**src/rtl/stream_pkg.sv**
```systemverilog
// -----------------------------------------------------------------------------
// stream_pkg
// Shared types and helpers for the stream width converters (serializer now,
// deserializer later).
//   ser_state_e    : serializer FSM states
//   nbeats_decode  : beat-count field to beat count (0 encodes the full ratio)
//   ser_params_ok  : legality check for the IN_W / RATIO parameter pair
// -----------------------------------------------------------------------------
package stream_pkg;

    typedef enum logic {
        IDLE = 1'b0,
        BUSY = 1'b1
    } ser_state_e;

    // A zero field means "all RATIO beats"; any other value is the beat count.
    function automatic int unsigned nbeats_decode(input int unsigned enc,
                                                  input int unsigned ratio);
        int unsigned n;
        if (enc == 32'd0) begin
            n = ratio;
        end else begin
            n = enc;
        end
        return n;
    endfunction

    // Word width must split evenly and there must be at least two beats.
    function automatic bit ser_params_ok(input int unsigned in_w,
                                         input int unsigned ratio);
        return (ratio >= 32'd2) && ((in_w % ratio) == 32'd0);
    endfunction

endpackage

```
**src/rtl/stream_serializer_shift_reg.sv**
```systemverilog
// -----------------------------------------------------------------------------
// serializer_shift_reg
// Parallel-load shift register that presents one OUT_W slice at a time.
// MSB_FIRST=0 shifts right and presents the low slice; MSB_FIRST=1 shifts left
// and presents the high slice. Load has priority over shift; neither holds.
//   i_clk, i_rst_n : clock, asynchronous active-low reset
//   i_load, i_data : load a new IN_W word
//   i_shift        : advance to the next slice
//   o_beat         : current slice (straight from the register)
// -----------------------------------------------------------------------------
module serializer_shift_reg #(
    parameter int IN_W      = 32,
    parameter int OUT_W     = 8,
    parameter bit MSB_FIRST = 1'b0
) (
    input  logic             i_clk,
    input  logic             i_rst_n,
    input  logic             i_load,
    input  logic [IN_W-1:0]  i_data,
    input  logic             i_shift,
    output logic [OUT_W-1:0] o_beat
);

    logic [IN_W-1:0] r_data;
    logic [IN_W-1:0] w_shifted;

    // Next contents after one slice has been consumed.
    always_comb begin
        w_shifted = '0;
        if (MSB_FIRST) begin
            w_shifted = {r_data[IN_W-OUT_W-1:0], {OUT_W{1'b0}}};
        end else begin
            w_shifted = {{OUT_W{1'b0}}, r_data[IN_W-1:OUT_W]};
        end
    end

    // Word storage: load, shift or hold.
    always_ff @(posedge i_clk or negedge i_rst_n) begin
        if (!i_rst_n) begin
            r_data <= '0;
        end else if (i_load) begin
            r_data <= i_data;
        end else if (i_shift) begin
            r_data <= w_shifted;
        end else begin
            r_data <= r_data;
        end
    end

    generate
        if (MSB_FIRST) begin : g_msb
            assign o_beat = r_data[IN_W-1 -: OUT_W];
        end else begin : g_lsb
            assign o_beat = r_data[OUT_W-1:0];
        end
    endgenerate

endmodule

```
**src/rtl/stream_serializer.sv**
```systemverilog
// -----------------------------------------------------------------------------
// stream_serializer
// Splits each IN_W word into up to RATIO OUT_W beats with ready/valid on both
// sides and no bubble between words. Build option STREAM_SERIALIZER_MSB_FIRST_EN
// emits the most-significant slice first; default is least-significant first.
//   clk_i, rst_ni            : clock, asynchronous active-low reset
//   in_data_i, in_nbeats_i   : word and beat count (0 = RATIO beats)
//   in_valid_i / in_ready_o  : input handshake
//   out_data_o, out_last_o   : current beat, final-beat flag
//   out_valid_o / out_ready_i: output handshake
// in_ready_o depends combinationally on out_ready_i so the next word can be
// taken in the same cycle the last beat leaves.
// -----------------------------------------------------------------------------
module stream_serializer
    import stream_pkg::*;
#(
    parameter  int IN_W  = 32,
    parameter  int RATIO = 4,
    localparam int OUT_W = IN_W / RATIO,
    localparam int CNT_W = $clog2(RATIO)
) (
    input  logic             clk_i,
    input  logic             rst_ni,
    input  logic [IN_W-1:0]  in_data_i,
    input  logic [CNT_W-1:0] in_nbeats_i,
    input  logic             in_valid_i,
    output logic             in_ready_o,
    output logic [OUT_W-1:0] out_data_o,
    output logic             out_last_o,
    output logic             out_valid_o,
    input  logic             out_ready_i
);

`ifdef STREAM_SERIALIZER_MSB_FIRST_EN
    localparam bit MSB_FIRST = 1'b1;
`else
    localparam bit MSB_FIRST = 1'b0;
`endif

    localparam bit PARAMS_OK = ser_params_ok(IN_W, RATIO);

    generate
        if (!PARAMS_OK) begin : g_bad_params
            $error("stream_serializer: IN_W must be a multiple of RATIO and RATIO >= 2");
        end
    endgenerate

    ser_state_e       r_state;
    ser_state_e       w_state_nxt;
    logic [CNT_W-1:0] r_cnt;
    logic [CNT_W-1:0] r_last_idx;
    logic [CNT_W-1:0] w_last_idx_in;
    logic             w_last;
    logic             w_out_fire;
    logic             w_in_fire;
    logic             w_load;
    logic             w_shift;

    // Index of the final beat, kept instead of the raw count so that a full
    // word (field 0) never needs a value wider than CNT_W.
    assign w_last_idx_in = CNT_W'(nbeats_decode(32'(in_nbeats_i), RATIO) - 32'd1);

    assign out_valid_o = (r_state == BUSY);
    assign w_last      = (r_cnt == r_last_idx);
    assign out_last_o  = out_valid_o & w_last;
    assign w_out_fire  = out_valid_o & out_ready_i;
    assign in_ready_o  = (r_state == IDLE) | (out_valid_o & w_last & out_ready_i);
    assign w_in_fire   = in_valid_i & in_ready_o;

    // Next state plus load/shift strobes for the datapath.
    always_comb begin
        w_state_nxt = r_state;
        w_load      = 1'b0;
        w_shift     = 1'b0;
        case (r_state)
            IDLE: begin
                if (w_in_fire) begin
                    w_load      = 1'b1;
                    w_state_nxt = BUSY;
                end else begin
                    w_state_nxt = IDLE;
                end
            end
            BUSY: begin
                if (w_out_fire) begin
                    if (w_last) begin
                        if (w_in_fire) begin
                            w_load      = 1'b1;
                            w_state_nxt = BUSY;
                        end else begin
                            w_state_nxt = IDLE;
                        end
                    end else begin
                        w_shift = 1'b1;
                    end
                end else begin
                    w_state_nxt = BUSY;
                end
            end
            default: begin
                w_state_nxt = IDLE;
            end
        endcase
    end

    // State register.
    always_ff @(posedge clk_i or negedge rst_ni) begin
        if (!rst_ni) begin
            r_state <= IDLE;
        end else begin
            r_state <= w_state_nxt;
        end
    end

    // Beat counter and final-beat index, captured on every word load.
    always_ff @(posedge clk_i or negedge rst_ni) begin
        if (!rst_ni) begin
            r_cnt      <= '0;
            r_last_idx <= '0;
        end else if (w_load) begin
            r_cnt      <= '0;
            r_last_idx <= w_last_idx_in;
        end else if (w_shift) begin
            r_cnt      <= r_cnt + CNT_W'(1);
            r_last_idx <= r_last_idx;
        end else begin
            r_cnt      <= r_cnt;
            r_last_idx <= r_last_idx;
        end
    end

    serializer_shift_reg #(
        .IN_W      (IN_W),
        .OUT_W     (OUT_W),
        .MSB_FIRST (MSB_FIRST)
    ) u_shift_reg (
        .i_clk   (clk_i),
        .i_rst_n (rst_ni),
        .i_load  (w_load),
        .i_data  (in_data_i),
        .i_shift (w_shift),
        .o_beat  (out_data_o)
    );

endmodule

```
**config.mk**
```make
export PLATFORM = sky130hd
export DESIGN_NAME = stream_serializer
export DESIGN_NICKNAME = d
export VERILOG_FILES = /design/src/rtl/stream_pkg.sv /design/src/rtl/stream_serializer_shift_reg.sv /design/src/rtl/stream_serializer.sv
export SDC_FILE = /design/constraint.sdc
export NUM_CORES = 1
export LEC_CHECK = 0
export BUFFER_PORTS_ARGS = -buffer_cell sky130_fd_sc_hd__buf_2
export CORE_MARGIN = 4
export CORE_UTILIZATION = 40
export DETAILED_ROUTE_END_ITERATION = 12
export GPL_ROUTABILITY_DRIVEN = 1
export GPL_TIMING_DRIVEN = 0
export PLACE_DENSITY = 0.64
export RECOVER_POWER = 100
export SYNTH_ARGS = -nofsm -noshare
export SYNTH_HDL_FRONTEND = slang
export SYNTH_SLANG_ARGS = --single-unit
```
**constraint.sdc**
```tcl
create_clock -name clk_i -period 2 [get_ports clk_i]
set_input_delay 0.3 -clock clk_i [delete_from_list [all_inputs] [get_ports clk_i]]
set_output_delay 0.3 -clock clk_i [all_outputs]
set_load 0.05 [all_outputs]
```
==> summary.md, run 1 <==
| Metric | Value |
|---|---|
| Status | complete, no violations |
| Pwr Total | 4.09 mW |
| Library cells used by synthesis | 32 |
| H-Tree Depth | 2 |
| Antenna cell count | 0 |
| DRC viols | 0 |
| Critical path data required time | 1.70 ns |
| Synthesized area | 0.00204 mm² |
| Ratio of cells with drive above 1 in the final layout | 24.5% |
| Vias in the first global route | 1846 |
| Most area-consuming cells after synthesis | dfrtp_1 45%, o22ai_1 12%, a21oi_1 6.1% |
| Wirelength per Cell | 15.1 µm |
| Max Slew Vio Count | 0 |
| Post-route antenna net violation count | 0 |
| Clock-pin slew on the worst setup and hold paths | roughly 0.070 ns |
| Clock Path Buffers | 2 |
| Tightest Hold Check Type | in2async |
| Setup CP Type | reg2out |
| Worst rel slew slack | 39.1% |
| Die Ht | 79.5 µm |
| Reg2Reg Depth | 5 |
| Iter 0 DRT Violations | 64 |
| Multi-input gate area in the final layout | 966 µm² |
| Core Region | 0.00485 mm² |
| Post-DP Area | around 0.0024 mm² |
| Asr flop ratio synth | 100% |
| CP peak stage delay | 0.36 ns |
| Critical Path AT | 1.58 ns |
| Hold_buf cts | 0 |
| Fillers | 487 |
| P&R area growth vs syn | 21.0% |
| Clock Tree Root | clkbuf_8 |
| Slew @ Worst Pin | 0.914 ns |
| Logic gate share of total power | 51.1% |
| Starting Density | 42.2% |
| IO Pins | 49 |
| Initial DRT Pass Iterations | 4 |
| Via-to-Cell Ratio | around 5.4 |
| Layout Skew | ~0.0077 ns |
| Power Dens Cells | 1650 mW/mm² |
| CP max stage cell | dfrtp_1 |
| Post-Syn Nets | ~270 |
| Setup violators final | 0 |
| Yosys top cell area share | 45.3% |
| CTS buffer count | 5 |
| Primary flip-flop cell chosen by synthesis mapping | dfrtp_1 |
| Commonest cells in the netlist | 40 x o22ai_1, 37 x dfrtp_1, 25 x a21oi_1, 17 x nor3_1, 16 x nand2b_1 |
| Top-count cell post-synth | o22ai_1 |
| CP max FO | 8 |
| First-pass GRT wire length | roughly 8.6 mm |
| Fmax achieved | 532 MHz |
| Cell-by-cell trace of the critical path | buf_2, xor2_4, nor2_1, nand2_1, nand2_1, clkbuf_4 |
| Fin crit share | 93.9% |
| Largest net degree at the start of global routing | 38 |
| Sequential share of power | 34.8% |
| Final hold violation count | 0 |
| Storage cell area | 926 µm² |
| Die ar. | 0.00632 mm² |
| Rows | 25 |
| Antenna violations before repair | 0 |
| Psw | 1.91 mW |
| RePlAce Congestion | 0.804 |
| Final HPWL DP | 3.68 mm |
| Syn Area/Cell | 9.01 µm² |
| Peak VDD IR | 912 µV |
| Dpl ws | between 0.2 and 0.25 ns |
| Worst Setup End Kind | output port |
| Mapped Cells | 227 |
| Leakage | 1.02 nW |
| Clk Latency, worst-skew pair | 0.29 ns |
| Startpoint types | register |
| Post-layout min period | 1.88 ns |
| Grt ovf | 0 |
| Clock share of power | between 10 and 15% |
| Max_cap viols | 0 |
| Via Count | approximately 1900 |
| Internal power | 2.18 mW |
| Synth warn | 0 |
| CTS tree | yes |
| GRT Util Overall | between 10% and 20% |
| EDFF count, synth | 0 |
| Final #Nets | between 300 and 400 |
| Most used cell, CP | nand2_1 |
| Final instance area | 0.00247 mm² |
| Synth area leader | dfrtp_1 |
| Switch share | 46.7% |
| # clock sinks | 37 |
| Port Buffer Count | 47 |
| Fin util | about 50% |
| #FFs+latches synth | 37 |
| Post-route setup slack | 0.121 ns |
| Setup_tns | 0 ns |
| Chip Width | 79.5 µm |
| DRT Wirelength | 5.27 mm |
| Sequential cell area fraction in the yosys report | roughly 45% |
| RSZ-0062 raised after global routing | no |
power groups by stage:
stage,logic (mW),clock network (mW),registers [mW]
after global routing,2.29,0.610,1.47
after CTS,2.09,0.590,1.41
final,2.09,0.577,1.42
after global placement,2.05,0,1.41
after detailed placement,2.08,0,1.43
after floorplan,1.65,0,1.36
kinds of logic (layout without fill, tap and decap cells):
kind of cell               Yosys count  in the layout  share of synthesized area [%]
AOI/OAI and AO/OA                   96             96                           29.7
and+or+nand+nor                     55             55                           13.7
DFF                                 37             37                           45.3
buffers and inverters               34             89                           8.26
xor gates and xnor gates             4              4                           2.45
adders and majority gates            1              1                          0.612
per-stage QoR:
step | std cells | hold slack [ns]
CTS | 349 | 0.127
detailed placement | 341 | 0.451
floorplan | 227 | 0.00441
finish | 349 | 0.127
global placement | 341 | 0.450
global route | 349 | 0.224
area by class of cell:
type | count | area share (%)
Tap cell | 67 | 3.39
Inverter | 6 | 0.910
Timing Repair Buffer | 47 | 9.16
Clock buffer | 7 | 3.89
Sequential cell | 37 | 37.4
Buffer | 28 | 5.97
Multi-Input combinational cell | 156 | 39.0
Clock inverter | 1 | 0.202
routing by layer:
metal	global-route usage [%]	wire, µm	vias to the layer above
met2	26.9	2400	52
met3	3.05	299	6
li1	-	-	943
met4	6.70	57	0
met1	23.0	2520	880
met5	0	0	-
placed cells by master (no fill, tap or decap), types with 2 or more instances in the layout:
| master | count |
|---|---|
| buf_2 | 44 |
| o22ai_1 | 40 |
| dfrtp_1 | 37 |
| a21oi_1 | 25 |
| clkbuf_1 | 18 |
| nor3_1 | 16 |
| nand2b_1 | 16 |
| nor2_1 | 14 |
| a211oi_1 | 9 |
| o21bai_1 | 8 |
| buf_4 | 8 |
| clkbuf_8 | 7 |
| inv_1 | 6 |
| o21ai_0 | 4 |
| clkbuf_2 | 3 |
| nand2_1 | 3 |
| xnor2_1 | 2 |
| a31oi_1 | 2 |
sequential cells by signal (all words and copies together) (netlist names):
name                count
out_valid_o             1
r_cnt                   2
r_last_idx              2
u_shift_reg.r_data     32
final timing paths:
| path | from | slack [ns] | endpoint |
|---|---|---|---|
| worst max-delay path | r_cnt[1]$_DFFE_PN0P_ | 0.12 | in_ready_o |
| worst min-delay path | rst_ni | 0.13 | u_shift_reg.r_data[0]$_DFFE_PN0P_ |
| worst max register to register | r_cnt[1]$_DFFE_PN0P_ | 0.19 | u_shift_reg.r_data[18]$_DFFE_PN0P_ |
| worst min register to register | u_shift_reg.r_data[24]$_DFFE_PN0P_ | 0.56 | u_shift_reg.r_data[16]$_DFFE_PN0P_ |
| max in group asynchronous | rst_ni | 1.30 | r_cnt[1]$_DFFE_PN0P_ |
| min in group clk_i | in_data_i[24] | 0.28 | u_shift_reg.r_data[24]$_DFFE_PN0P_ |
repair_timing:
item / 4_1_cts / 5_1_grt
endpoints found under the setup margin: 0 / 1
resized for setup: 0 / 4
buffers inserted: 0 / 0
critical path: cells and delay by family, from the launching register on:
family	cells	cell delay, ns
buffers and inverters	2	0.41
xor gates and xnor gates	1	0.19
DFF	1	0.36
and+or+nand+nor	3	0.34
Note: power is estimated with default switching activity, not from simulation.
==> inputs of run 2 (changes only) <==
CORE_UTILIZATION = 44   (was 40)
PLACE_DENSITY = 0.69   (was 0.64)
==> run 2 against run 1 <==
  * Cell count shrank 4.6%
  * Combinational power is essentially flat
  * Clock power shrank 8.3%
  * Register-to-register slack gained 0.02 ns
  * Sequential power is essentially flat
  * Clock skew shrank 0.0012 ns
  * Global-route usage grew 0.39 points
  * Critical endpoint unchanged
  * Largest power group unchanged
  * Highest routed layer unchanged
==> summary.md, run 2 (same netlist as run 1, synthesis figures left out) <==
| Metric | Value |
|---|---|
| RSZ-0062 raised after global routing | no |
| Worst Setup End Kind | output port |
| First-pass GRT wire length | 8.54 mm |
| GRT Util Overall | 17.4% |
| Final #Nets | 320 |
| Leakage | slightly above 1 nW |
| Ratio of cells with drive above 1 in the final layout | between 20% and 30% |
| Die Ht | between 70 and 80 µm |
| Worst rel slew slack | 37.5% |
| Tightest Hold Check Type | in2async |
| Setup violators final | 0 |
| Iter 0 DRT Violations | 92 |
| Final hold violation count | 0 |
| CP max stage cell | dfrtp_1 |
| Antenna cell count | 0 |
| Critical path data required time | roughly 1.7 ns |
| Clock Path Buffers | 2 |
| Buffers & Inverters on Critical Path | 1 |
| Hold_buf cts | 0 |
| Fin crit share | 92.2% |
| Psw | 1.88 mW |
| Cts repair resizes | 0 |
| Antenna violations before repair | 0 |
| Die ar. | 0.00580 mm² |
| Clock share of power | roughly an eighth |
| Critical path's top delay family | flip-flops |
| Status | complete, no violations |
| CP max FO | 4 |
| Commonest cells after routing, fill and taps aside | 44 x buf_2, 40 x o22ai_1, 37 x dfrtp_1 |
| Switch share | 46.8% |
| Power Dens Cells | between 1500 and 2000 mW/mm² |
| Commonest non-fill, non-tap cell in the layout | buf_2 |
| Most used cell, CP | nand2_1 |
| CTS buffer count | 5 |
| Logic gate share of total power | 51.4% |
| Pwr Total | 4.02 mW |
| Vias in the first global route | 1797 |
| Wirelength per Cell | 15.1 µm |
| Via-to-Cell Ratio | 5.62 |
| Startpoint types | register |
| Setup_tns | 0 ns |
| Largest net degree at the start of global routing | 38 |
| Largest register FFs | 32 |
| Max Slew Vio Count | 0 |
| Storage cell area | ~900 µm² |
| Post-CTS setup repair buffer count | 0 |
| # clock sinks | 37 |
| Biggest register | u_shift_reg.r_data |
| Starting Density | 46.3% |
| Peak VDD IR | 943 µV |
| DRC viols | 0 |
| Grt ovf | 0 |
| Port Buffer Count | 47 |
| CP peak stage delay | 0.46 ns |
| Critical Path AT | 1.54 ns |
| Max_cap viols | 0 |
| Layout Skew | 0.00645 ns |
| Post-layout min period | 1.84 ns |
| Chip Width | 76.2 µm |
| Slew @ Worst Pin | 0.937 ns |
| H-Tree Depth | 2 |
| Cell-by-cell trace of the critical path | xor2_2, nor2_1, nand2_1, nand2_1, clkbuf_4 |
| Rows | 24 |
| Clock Tree Root | clkbuf_8 |
| Initial DRT Pass Iterations | 4 |
| Fillers | 438 |
| Fmax achieved | 542 MHz |
| Sequential share of power | 35.4% |
| Via Count | between 1500 and 2000 |
| Clock-pin slew on the worst setup and hold paths | approximately 0.070 ns |
| DRT Wirelength | 5.02 mm |
| IO Pins | 49 |
| Top flop regs | u_shift_reg.r_data: 32 flops, r_cnt: 2 flops, r_last_idx: 2 flops |
| Multi-input gate area in the final layout | 966 µm² |
| RePlAce Congestion | 0.807 |
| Post-route antenna net violation count | 0 |
| Internal power | between 2 and 2.5 mW |
| Core Region | between 0.004 and 0.005 mm² |
| Clk Latency, worst-skew pair | 0.29 ns |
| P&R area growth vs syn | 19.5% |
| Final HPWL DP | 3.59 mm |
| CTS tree | yes |
| Setup CP Type | reg2out |
## run 2: cell types whose count changed in the layout (fill, tap and decap cells not counted)
cell        previous run  this run
clkbuf_8               7         6
clkinv_2               1         0
clkinvlp_4             0         1
## run 2: power groups by stage
stage | clock (mW) | combinational (mW) | sequential, mW
2_1_floorplan | 0 | 1.65 | 1.36
3_3_place_gp | 0 | 2.04 | 1.42
3_5_place_dp | 0 | 2.07 | 1.43
4_1_cts | 0.542 | 2.07 | 1.41
5_1_grt | 0.570 | 2.29 | 1.47
6_report | 0.529 | 2.07 | 1.42
## run 2: cell type report
cell class / instances / area share (%)
clock buffers: 6 / 3.38
repair buffers: 47 / 9.27
inverters: 6 / 0.922
well taps: 52 / 2.66
plain buffers: 28 / 6.04
multi-input cells: 156 / 39.5
flip-flops and latches: 37 / 37.9
clock inverters: 1 / 0.307
## run 2: routing by layer
layer	vias to the layer above	part of all wire, %	track usage (%)	wire length [µm]
met5	-	0	0	0
met4	0	0.76	4.55	38
met3	4	6.2	4.73	313
met2	54	46	26.2	2330
met1	872	47	24.7	2340
li1	942	-	-	-
## run 2: metrics by stage
stage	utilization, %	area, µm²	hold WS (ns)	cells	setup slack (ns)
2_1_floorplan	-	2050	0.00441	227	0.0423
3_3_place_gp	53.2	2350	0.444	326	0.272
3_5_place_dp	53.2	2350	0.444	326	0.239
4_1_cts	55.3	2440	0.135	333	0.115
5_1_grt	55.4	2440	0.218	333	0.0197
6_report	55.4	2440	0.145	333	0.157
## run 2: worst paths after layout
path                                                    startpoint                                  to  slack (ns)  cells past startpoint
worst max-delay path                          r_cnt[0]$_DFFE_PN0P_                          in_ready_o        0.16                      5
worst min-delay path                                        rst_ni   u_shift_reg.r_data[0]$_DFFE_PN0P_        0.15                      1
worst max register to register                r_cnt[0]$_DFFE_PN0P_  u_shift_reg.r_data[23]$_DFFE_PN0P_        0.21                      4
worst min register to register  u_shift_reg.r_data[26]$_DFFE_PN0P_  u_shift_reg.r_data[18]$_DFFE_PN0P_        0.57                      2
max in group asynchronous                                   rst_ni                r_cnt[0]$_DFFE_PN0P_        1.28                      1
min in group clk_i                                   in_data_i[26]  u_shift_reg.r_data[26]$_DFFE_PN0P_        0.28                      3
==> inputs of run 3 (changes only) <==
ABC_AREA = 1   (was not set)
PLACE_DENSITY = 0.68   (was 0.69)
==> run 3 against run 2 <==
  * Core utilization shrank 0.16 points
  * Highest routed layer unchanged
  * Critical path type unchanged
  * Clock-buffer cell count up 1
  * First-iteration DRC count increased by 49%
==> summary.md, run 3 <==
| Metric | Value |
|---|---|
| Adder-cell share of the synthesized area | 0.596% |
| Slew @ Worst Pin | 0.953 ns |
| Startpoint types | register |
| Sequential cell area fraction in the yosys report | between 40 and 50% |
| Worst rel slew slack | 36.5% |
| Primary flip-flop cell chosen by synthesis mapping | dfrtp_1 |
| Final #Nets | 382 |
| Chip Width | around 77 µm |
| Sequential share of power | 30.6% |
| Critical Path AT | 1.59 ns |
| Synth warn | 0 |
| RePlAce Congestion | 0.784 |
| Largest register FFs | 32 |
| Max_cap viols | 0 |
| Asr flop ratio synth | 100% |
| Rows | 24 |
| Initial DRT Pass Iterations | 4 |
| Post-Syn Nets | 329 |
| IO Pins | 49 |
| Post-layout min period | between 1.5 and 2 ns |
| Setup violators final | 0 |
| Commonest cells after routing, fill and taps aside | 99 x nand2_1, 82 x nand3_1, 45 x buf_2 |
| Largest family of logic cells by synthesized area | simple AND/OR/NAND/NOR gates |
| Layout Skew | around 0.0037 ns |
| First-pass GRT wire length | between 8 and 9 mm |
| Clock Tree Root | clkbuf_8 |
| Commonest cells in the netlist | 98 x nand2_1, 81 x nand3_1, 37 x dfrtp_1, 32 x inv_1, 12 x buf_4 |
| RSZ-0062 raised after global routing | no |
| H-Tree Depth | 2 |
| Iter 0 DRT Violations | 137 |
| Syn Area/Cell | between 7 and 8 µm² |
| Power Dens Cells | 1680 mW/mm² |
| Commonest non-fill, non-tap cell in the layout | nand2_1 |
| Top-count cell post-synth | nand2_1 |
| Post-synthesis compound-gate area fraction | less than 1% |
| Max Slew Vio Count | 0 |
| Mapped Cells | 290 |
| #FFs+latches synth | 37 |
| Switch share | 48.6% |
| Fin util | 55.2% |
| Pwr Total | just over 4 mW |
| CTS buffer count | 5 |
| Library cells used by synthesis | 17 |
| Die Ht | around 77 µm |
| Biggest register | u_shift_reg.r_data |
| Clock share of power | about 14% |
| Largest net degree at the start of global routing | 38 |
| Post-Synth Simple-Gate Area | 39.7% |
| Final HPWL DP | 3.48 mm |
| Tightest Hold Check Type | in2async |
| Port Buffer Count | 47 |
| Fin crit share | a little over nine tenths |
| Internal power | 2.14 mW |
| Clock-pin slew on the worst setup and hold paths | 0.07 ns |
| Die ar. | 0.00594 mm² |
| Min Hold Slack | 0.157 ns |
| # clock sinks | 37 |
| DRT Wirelength | 4.91 mm |
| Grt ovf | 0 |
| Final hold violation count | 0 |
| Most area-consuming cells after synthesis | dfrtp_1 44%, nand3_1 19%, nand2_1 18% |
| Worst Setup End Kind | output port |
| Hold_buf cts | 0 |
| Post-route antenna net violation count | 0 |
| Yosys top cell area share | 44.1% |
| Top flop regs | u_shift_reg.r_data: 32 flops, r_cnt: 2 flops, r_last_idx: 2 flops |
| CP max FO | 10 |
| GRT Util Overall | 17.5% |
| CTS tree | yes |
| Psw | 2.02 mW |
| Via Count | about 1900 |
| Antenna violations before repair | 0 |
| Starting Density | between 40% and 50% |
| Ratio of cells with drive above 1 in the final layout | 21.2% |
| DRC viols | 0 |
| Via-to-Cell Ratio | 4.88 |
| Status | complete, no violations |
| Antenna cell count | 0 |
| EDFF count, synth | 0 |
| Critical path data required time | 1.70 ns |
| Core Region | 0.00447 mm² |
| Fmax achieved | 529 MHz |
| Setup CP Type | reg2out |
| Synth area leader | dfrtp_1 |
| Vias in the first global route | 1914 |
| Setup_tns | 0 ns |
| P&R area growth vs syn | 17.6% |
| Leakage | 1.50 nW |
| XOR/XNOR share of the synthesized area | 0.774% |
| Synthesized area | between 0.002 and 0.0025 mm² |
| Wirelength per Cell | 12.4 µm |
| Clock Path Buffers | 2 |
| Logic gate share of total power | 55.6% |
| Clk Latency, worst-skew pair | 0.28 ns |
| Fillers | 452 |
| Mux contribution to synthesized area | 0% |
| Peak VDD IR | 642 µV |
## run 3: repair_timing
action	CTS	global route
resized for setup	1	2
gates cloned	0	0
setup buffers	0	0
endpoints found under the setup margin	1	2
## run 3: critical path, cell delays in order, from the launching register on
cell      delay [ns]
dfrtp_1         0.41
xnor2_2         0.23
nand2_4         0.13
buf_2           0.21
nor2_1          0.10
clkbuf_4        0.23
## run 3: worst paths after layout
path                                                         start                                 end  slack (ns)  cells past startpoint
worst max-delay path                     r_last_idx[1]$_DFFE_PN0P_                          out_last_o        0.11                      5
worst min-delay path                                        rst_ni   u_shift_reg.r_data[3]$_DFFE_PN0P_        0.16                      1
worst max register to register           r_last_idx[1]$_DFFE_PN0P_  u_shift_reg.r_data[21]$_DFFE_PN0P_        0.23                      8
worst min register to register  u_shift_reg.r_data[26]$_DFFE_PN0P_  u_shift_reg.r_data[26]$_DFFE_PN0P_        0.50                      2
max in group asynchronous                                   rst_ni  u_shift_reg.r_data[12]$_DFFE_PN0P_        1.26                      1
min in group clk_i                                   in_data_i[25]  u_shift_reg.r_data[25]$_DFFE_PN0P_        0.21                      3
## run 3: stage by stage
stage | worst slack, ns | cells | area [µm²]
6_report | 0.110 | 396 | 2470
3_3_place_gp | 0.319 | 389 | 2400
2_1_floorplan | 0.146 | 290 | 2100
4_1_cts | 0.00143 | 397 | 2500
3_5_place_dp | 0.313 | 389 | 2400
5_1_grt | 0.0301 | 396 | 2470
## run 3: cell families after synthesis
| family | Yosys count |
|---|---|
| buf+inv | 60 |
| flops | 37 |
| simple gates | 188 |
| xor+xnor | 1 |
| compound gates | 3 |
| fa+ha+maj | 1 |
## run 3: routing by layer
layer / wire, µm / GRT usage [%] / part of all wire (%) / vias to the layer above
li1: - / - / - / 1008
met1: 2390 / 23.6 / 49 / 866
met2: 2220 / 28.5 / 45 / 53
met3: 255 / 3.28 / 5.2 / 4
met4: 42 / 5.52 / 0.86 / 0
met5: 0 / 0 / 0 / -
## run 3: power groups by stage
stage | combinational (mW) | sequential [mW] | clock (mW)
4_1_cts | 2.40 | 1.27 | 0.587
6_report | 2.31 | 1.27 | 0.572
2_1_floorplan | 1.87 | 1.26 | 0
3_5_place_dp | 2.37 | 1.29 | 0
5_1_grt | 2.60 | 1.31 | 0.615
3_3_place_gp | 2.34 | 1.27 | 0
## run 3: layout make-up
type	count	area [µm²]	share of cell area [%]
Tap cell	52	65.1	2.63
Clock inverter	1	5.00	0.203
Timing Repair Buffer	47	226	9.17
Multi-Input combinational cell	193	870	35.2
Buffer	25	154	6.23
Sequential cell	37	926	37.5
Inverter	34	128	5.17
Clock buffer	7	96.3	3.90
